$ cat src/rtl/spi_master_byte.sv
// spi_master_byte: byte-wide SPI master, mode 0 (CPOL=0, CPHA=0).
// Accepts one byte per valid/ready handshake, shifts it out on o_MOSI while
// capturing i_MISO, and returns the received byte with a one-cycle strobe.
//
// Parameters:
//   CLK_DIV     i_clk cycles per SCK half-period (>= 1)
// Ports:
//   i_clk       system clock, rising edge
//   i_sys_rst   synchronous active-high reset
//   i_tx_data   byte to send, sampled on handshake
//   i_tx_valid  transfer request
//   o_tx_ready  high only while idle
//   i_cs_hold   keep o_cs low after the byte completes
//   o_rx_data   last received byte, held between strobes
//   o_rx_valid  one-cycle strobe when a byte completes
//   o_sck       SPI clock, idles low
//   o_MOSI      serial data out
//   i_MISO      serial data in
//   o_cs        chip select, active low
// Configuration:
//   SPI_MASTER_MSB_FIRST_EN  defined: bit7 first on MOSI/MISO; undefined: bit0 first.
module spi_master_byte #(
  parameter int unsigned CLK_DIV = 2
) (
  input  logic       i_clk,
  input  logic       i_sys_rst,
  input  logic [7:0] i_tx_data,
  input  logic       i_tx_valid,
  output logic       o_tx_ready,
  input  logic       i_cs_hold,
  output logic [7:0] o_rx_data,
  output logic       o_rx_valid,
  output logic       o_sck,
  output logic       o_MOSI,
  input  logic       i_MISO,
  output logic       o_cs
);

  localparam int unsigned CNT_W  = $clog2(CLK_DIV + 1);
  localparam int unsigned EDGE_W = 5;
  localparam logic [CNT_W-1:0]  CNT_LAST  = CNT_W'(CLK_DIV - 1);
  localparam logic [EDGE_W-1:0] EDGE_LAST = EDGE_W'(15);

  typedef enum logic [1:0] {
    IDLE  = 2'd0,
    SETUP = 2'd1,
    XFER  = 2'd2,
    DONE  = 2'd3
  } state_t;

  state_t            state;
  logic [CNT_W-1:0]  cnt;
  logic [EDGE_W-1:0] edge_cnt;
  logic [7:0]        tx_sh;
  logic [7:0]        rx_sh;

  // Bit that goes on the wire first from a given shift-register value
  function automatic logic first_bit(input logic [7:0] d);
`ifdef SPI_MASTER_MSB_FIRST_EN
    return d[7];
`else
    return d[0];
`endif
  endfunction

  // Discard the bit just transmitted
  function automatic logic [7:0] tx_shift(input logic [7:0] d);
`ifdef SPI_MASTER_MSB_FIRST_EN
    return {d[6:0], 1'b0};
`else
    return {1'b0, d[7:1]};
`endif
  endfunction

  // Insert a sampled bit so that after 8 samples the byte is in natural order
  function automatic logic [7:0] rx_shift(input logic [7:0] d, input logic b);
`ifdef SPI_MASTER_MSB_FIRST_EN
    return {d[6:0], b};
`else
    return {b, d[7:1]};
`endif
  endfunction

  // Control FSM with registered outputs
  always_ff @(posedge i_clk) begin
    if (i_sys_rst) begin
      state      <= IDLE;
      cnt        <= '0;
      edge_cnt   <= '0;
      tx_sh      <= '0;
      rx_sh      <= '0;
      o_tx_ready <= 1'b1;
      o_rx_valid <= 1'b0;
      o_rx_data  <= '0;
      o_sck      <= 1'b0;
      o_MOSI     <= 1'b0;
      o_cs       <= 1'b1;
    end else begin
      o_rx_valid <= 1'b0;
      case (state)
        IDLE: begin
          if (i_tx_valid) begin
            state      <= SETUP;
            o_tx_ready <= 1'b0;
            o_cs       <= 1'b0;
            tx_sh      <= i_tx_data;
            o_MOSI     <= first_bit(i_tx_data);
            rx_sh      <= '0;
            cnt        <= '0;
            edge_cnt   <= '0;
          end else if (!i_cs_hold) begin
            o_cs <= 1'b1;
          end
        end
        // CS-to-first-edge setup; leaves with the first rising SCK edge
        SETUP: begin
          if (cnt == CNT_LAST) begin
            cnt      <= '0;
            o_sck    <= 1'b1;
            edge_cnt <= EDGE_W'(1);
            rx_sh    <= rx_shift(rx_sh, i_MISO);
            state    <= XFER;
          end else begin
            cnt <= cnt + CNT_W'(1);
          end
        end
        XFER: begin
          if (cnt == CNT_LAST) begin
            cnt      <= '0;
            o_sck    <= ~o_sck;
            edge_cnt <= edge_cnt + EDGE_W'(1);
            if (!o_sck) begin
              rx_sh <= rx_shift(rx_sh, i_MISO);
            end else if (edge_cnt == EDGE_LAST) begin
              // 16th toggle: last falling edge, byte complete
              state      <= DONE;
              o_rx_data  <= rx_sh;
              o_rx_valid <= 1'b1;
            end else begin
              tx_sh  <= tx_shift(tx_sh);
              o_MOSI <= first_bit(tx_shift(tx_sh));
            end
          end else begin
            cnt <= cnt + CNT_W'(1);
          end
        end
        DONE: begin
          state      <= IDLE;
          o_tx_ready <= 1'b1;
          if (!i_cs_hold) begin
            o_cs <= 1'b1;
          end
        end
        default: state <= IDLE;
      endcase
    end
  end

endmodule

$ cat config.mk
export PLATFORM = sky130hd
export DESIGN_NAME = spi_master_byte
export DESIGN_NICKNAME = d
export VERILOG_FILES = /design/src/rtl/spi_master_byte.sv
export SDC_FILE = /design/constraint.sdc
export NUM_CORES = 1
export LEC_CHECK = 0
export ABC_CLOCK_PERIOD_IN_PS = 2100
export CAP_MARGIN = 20
export CORE_ASPECT_RATIO = 0.7
export CORE_MARGIN = 2
export CORE_UTILIZATION = 47
export CTS_CLUSTER_SIZE = 25
export DETAILED_ROUTE_END_ITERATION = 8
export PLACE_DENSITY_LB_ADDON = 0.15
export SLEW_MARGIN = 25
export SYNTH_ARGS = -nofsm -noshare
export SYNTH_HDL_FRONTEND = slang
export SYNTH_SLANG_ARGS = --single-unit
$ cat constraint.sdc
create_clock -name i_clk -period 2.1 [get_ports i_clk]
set_clock_uncertainty 0.1 [all_clocks]
set_input_delay 0.315 -clock i_clk [delete_from_list [all_inputs] [get_ports i_clk]]
set_output_delay 0.315 -clock i_clk [all_outputs]
set_load 0.05 [all_outputs]
## Yosys cells after proc, flatten, opt, wreduce, memory -nomap -nowiden

Cells that the tools add are included.

- Bits in registers: 38
- Input bits: 13
- Word-level logic and storage cells: 81

- Add/subtract/negate cells: 2
- Eq/ne operators: 12
- Muxes and demuxes: 37
- Bitwise operators: 3
- Reduce and logical (&&, ||, !) cells: 16

Operator list:

| operator | count |
|---|---|
| 8-bit two-way mux | 8 |
| 8-bit one-hot mux with 3 select lines | 1 |
| 8-bit one-hot mux with 2 select lines | 1 |
| 5-bit two-way mux | 3 |
| 5-bit one-hot mux with 3 select lines | 1 |
| 5-bit AND reduction | 3 |
| 2-bit two-way mux | 7 |
| 2-bit inequality test, second input constant | 7 |
| 1-bit two-way mux | 10 |
| 1-bit one-hot mux with 2 select lines | 4 |
| 2-bit one-hot mux with 4 select lines | 1 |
| 4-bit AND reduction | 2 |
| 2-bit nonzero test | 4 |
| 5-bit by 1-bit adder with 5-bit output, second input constant | 1 |
| 5-bit by 4-bit equality test with 1-bit output, second input constant | 1 |
| 2-bit by 1-bit equality test with 1-bit output, second input constant | 2 |
| 2-bit equality test, second input constant | 2 |
| 2-bit one-hot mux with 2 select lines | 1 |
| 2-bit AND reduction | 2 |
| 4-bit OR reduction | 1 |
| 1-bit NOT | 3 |
| 3-bit AND reduction | 1 |
| 3-bit nonzero test | 1 |
| 2-bit by 1-bit adder with 2-bit output, second input constant | 1 |
| 2 further kinds | 2 |

## Depth between registers and ports, before layout

- Depth after elaboration: 5
- Mapped depth: 8
- Gate-level depth less buffers: 7

## Worst setup path after synthesis

No wires, ideal clock.

- Kind: register to register
- From: register state[0]
- To: register edge_cnt[3]
- Arrival time: 1.989 ns
- Required time: 1.930 ns
- Path slack: -0.059 ns
- Cell stages (with the launch flop): 8
- Buffers on the path: 1
- Period minus slack after synthesis: 2.159 ns
- Path through: dfxtp_1 inv_1 ha_1 buf_6 or2_4 a211o_4 or4_1 a21oi_1

- Cells in the longest elaborated chain, start to end: 3
- Elaborated cells between the ends (all ways): 9
- Those cells by class: eq/ne (5); mux (1); reduce/logical (3)

RTL lines:

| element | line | text |
|---|---|---|
| from (decl) | 51 | `state_t state;` |
| from (signal assigned) | 87 | `state <= IDLE;` |
| from (signal assigned) | 103 | `state <= SETUP;` |
| from (signal assigned) | 122 | `state <= XFER;` |
| 2-bit by 1-bit equality test with 1-bit output (tied with other cells) | 100 | `case (state)` |
| 2-bit inequality test (no source line) or 3-bit nonzero test (tied branches) | n/a |  |
| 4-bit AND reduction (no source line) | n/a |  |
| to (signal assigned) | 131 | `edge_cnt <= edge_cnt + EDGE_W'(1);` |
| to (decl) | 53 | `logic [EDGE_W-1:0] edge_cnt;` |

Parallel ways exist; a longest one is shown, timed or not.
A chain may end at the register's enable or synchronous reset.

## Worst setup path after layout

- From: register o_sck
- To: output port o_sck

RTL lines:

| element | line | text |
|---|---|---|
| from (decl) | 33 | `output logic o_sck,` |
| from (signal assigned) | 130 | `o_sck <= ~o_sck;` |

No word-level cell between the ends.

==> results.txt <==
For this run the aggregate overflow at the end of global routing stands at 0. In this run the critical register-to-register path is captured at edge_cnt[2]. The run gives 2260 uW as the overall power consumption. Number of synthesized register bits: 37. In this run the count of I/O pins placed on the die edge is 26. The number of buffers and inverters on the critical path was 1; the number of buffers created by CTS was 5. At the later pin of the worst-skew pair, clock insertion delay measures 0.29 ns.

The area of the die is 0.00412 sq mm. The worst ir drop on vdd is 0.000840 V, and the power density relative to cell area is 1050 mW/mm^2. The vertical die dimension was 54.3 um; the final wirelength was 3410 um. In this run the static leakage power is 0.000853 uW.

CTS built an H-tree with a depth of 2. In this run, post-CTS hold repair placed 0 buffers. In this run the tightest slew margin relative to its limit is 56.8%.

The first global-routing pass estimated 5810 um of wire. The tools report the detailed-route DRC error count as 0. The tools report the worst hold path endpoint as rx_sh[3].

The final estimated routing congestion in global placement was 0.822; the data arrival time of the critical path was 1.61 ns. When the netlist entered floorplanning its net count stood at 202. In this run the horizontal extent of the chip is 75.8 um.

Compared with the post-synthesis result, the final layout area differs by 27.3%. The tools report the required time of the critical path as 1.68 ns. The clock period minus final worst setup slack came out at 2.02 ns.

Type of the worst setup path: reg -> out. For the number of diodes, the log shows 0. Of all nets on the critical path, the largest fanout is 7. The post-route fraction of the period consumed by the critical path was 96.4%; the mean routed wirelength per cell was 12.9 um.

TritonCTS built the clock tree. The critical path's largest stage delay came out at 0.86 ns. The final layout contains 234 nets. In this run the cell area of the synthesized design comes to 0.00170 sq mm. No sink is reached through more buffers than the 2 on the longest clock path.

Timing would allow up to 494 MHz. In the layout the commonest cells are sky130_fd_sc_hd__dfxtp_1, sky130_fd_sc_hd__clkdlybuf4s50_1, sky130_fd_sc_hd__mux2i_1. The slowest stage of the critical path belongs to the cell sky130_fd_sc_hd__clkdlybuf4s50_1. Port buffering added 25 buffers.

The logs give 182 for the gate count of the mapped netlist and 256 for the count of placed standard cells including taps. The cell depth of the worst setup path is 1. Excluding fillers, the count of instances in the completed layout stands at 265.

The HPWL after detailed placement is 2460 um. The most frequently used flop master after synthesis was sky130_fd_sc_hd__dfxtp_1. The type of the worst min-delay path was reg -> reg. The slew at the pin with the worst max-slew slack came out at 0.647 ns. Clock-pin slew was measured on the worst setup and hold paths at 0.07 ns.

For the clock net sink count, the log shows 37. Setup violations remaining at the end of the flow were counted as 0. After floorplanning, the core was divided into 18 placement rows. The critical path goes through clkdlybuf4s50_1. The initial antenna violation count was 0. Yosys mapped a number of flops with a built-in enable equal to 0.

The run finished with clean final reports. The worst hold path was traced through 2 stages. The logs give 0 for the number of routed nets with antenna violations and 43.6% for the share of synthesized area occupied by flip-flops and latches.

The first detailed-routing pass took 4 iterations. The startpoint identified for the worst register-to-register timing path is state[0]. Once the floorplan was initialized, standard cells occupied 48.6% of the core.

The number of slew-limit violations in the final report is 0, and the number of synthesis warnings is 0. Cells with a size suffix above 1 make up 14.4% of the layout. For the count of final hold-check violations, the log shows 0.

For this block, the initial DRC count from the detailed router was 76. Leaving out fill and tap cells, the most frequent cell in the layout is sky130_fd_sc_hd__dfxtp_1. Adding up every negative setup slack in the final design gives 0 ns. Setup slack on the worst reg-to-reg path comes out at 0.08 ns.

Via count of the first global-routing pass: 1335. The worst setup path is captured at an output pin. Max-cap violations in this run came to 0. Setup repair after global routing left no endpoint under its margin. The detailed router placed 1363 vias in this run. The path depth of the worst reg2reg path is 6.

The average via count per standard cell works out to 5.14. The startpoint identified for the worst hold timing path is rx_sh[4]. The cell family contributing the most delay on the critical path is buffers and inverters.

Global routing consumed, over all layers together, 19.3% of the routing resources. For the placeable core region, the log shows 0.00349 sq mm. In this run, distinct cell masters in the synthesized netlist total 36. Master cell of the clock root buffer: sky130_fd_sc_hd__clkbuf_8. The share of flip-flops with an asynchronous set or reset after synthesis works out to 0%. STA classifies the critical path startpoint as a flip-flop. Entering global routing, the biggest net connects 38 pins.

Each instance of the synthesized netlist takes up on average 9.33 sq um.
[logic make-up (layout without fill, tap and decap cells)]
group                    count (synthesis)  after routing  share of synthesized area [%]
AND/OR/NAND/NOR                         66             66                           19.6
buffers and inverters                   16             49                           4.05
flip-flops                              37             37                           43.6
AO/OA/AOI/OAI                           33             33                           14.0
adder cells (fa/ha/maj)                  7              7                           5.16
multiplexers                            23             23                           13.6
[routing by layer]
metal / global-route usage, % / share of wire (%)
met1: 23.8 / 48
met2: 31.6 / 47
met3: 5.52 / 3.4
met4: 8.48 / 1.3
met5: 0 / 0
[power breakdown]
part,switching [uW],internal [uW]
Sequential,77.1,809
Clock,237,296
Combinational,480,362
[final cells by class]
class / instances / area (sq um)
Sequential cell: 37 / 743
Inverter: 6 / 22.5
Tap cell: 50 / 62.6
Timing Repair Buffer: 35 / 325
Clock inverter: 1 / 5.00
Fill cell: 294 / 1330
Clock buffer: 7 / 96.3
Multi-Input combinational cell: 129 / 907
[sequential cells by signal, summed over array words and instances (netlist names)]
signal	count
o_rx_data	8
rx_sh	8
edge_cnt	5
cnt	2
tx_sh	8
state	2
o_rx_valid	1
o_sck	1
o_tx_ready	1
o_cs	1
[Yosys cell counts (2+ instances only)]
cell	number	share of area [%]
sky130_fd_sc_hd__clkbuf_1	6	1.3
sky130_fd_sc_hd__dfxtp_1	37	44
sky130_fd_sc_hd__a211oi_1	8	3.5
sky130_fd_sc_hd__nand4b_1	2	1.0
sky130_fd_sc_hd__o21ai_0	3	0.88
sky130_fd_sc_hd__or4_1	2	0.88
sky130_fd_sc_hd__nand2_1	14	3.1
sky130_fd_sc_hd__mux2i_1	23	14
sky130_fd_sc_hd__a21oi_1	10	2.9
sky130_fd_sc_hd__or3_1	2	0.74
sky130_fd_sc_hd__inv_1	6	1.3
sky130_fd_sc_hd__nand3_1	2	0.59
sky130_fd_sc_hd__nand2b_1	12	4.4
sky130_fd_sc_hd__ha_1	7	5.2
sky130_fd_sc_hd__nand4_1	2	0.74
sky130_fd_sc_hd__nor2b_1	5	1.8
sky130_fd_sc_hd__nor2_1	21	4.6
sky130_fd_sc_hd__buf_1	2	0.44
[per-stage QoR]
stage | utilization (%) | setup slack (ns) | hold slack, ns | area, sq um
floorplan | - | 0.00787 | 0.332 | 1700
CTS | 61.4 | 0.00117 | 0.367 | 2140
detailed placement | 58.2 | 0.00661 | 0.365 | 2030
finish | 61.9 | 0.0766 | 0.364 | 2160
global placement | 58.2 | 0.0956 | 0.344 | 2030
global route | 61.9 | 0.00632 | 0.403 | 2160
[what timing repair did]
item	4_1_cts	5_1_grt
setup endpoints to repair	1	7
cloned	0	0
pin swaps	0	4
resized for setup	0	8
buffers inserted	1	0
[worst max path at each step]
stage	from	slack, ns	to
floorplan	state[0]	0.008	edge_cnt[3]
global route	state[0]	0.006	tx_sh[6]
global placement	state[0]	0.1	edge_cnt[3]
CTS	state[1]	0.001	edge_cnt[3]
detailed placement	state[0]	0.007	edge_cnt[3]
finish	o_sck	0.08	o_sck
Note: power is estimated with default switching activity, not from simulation.
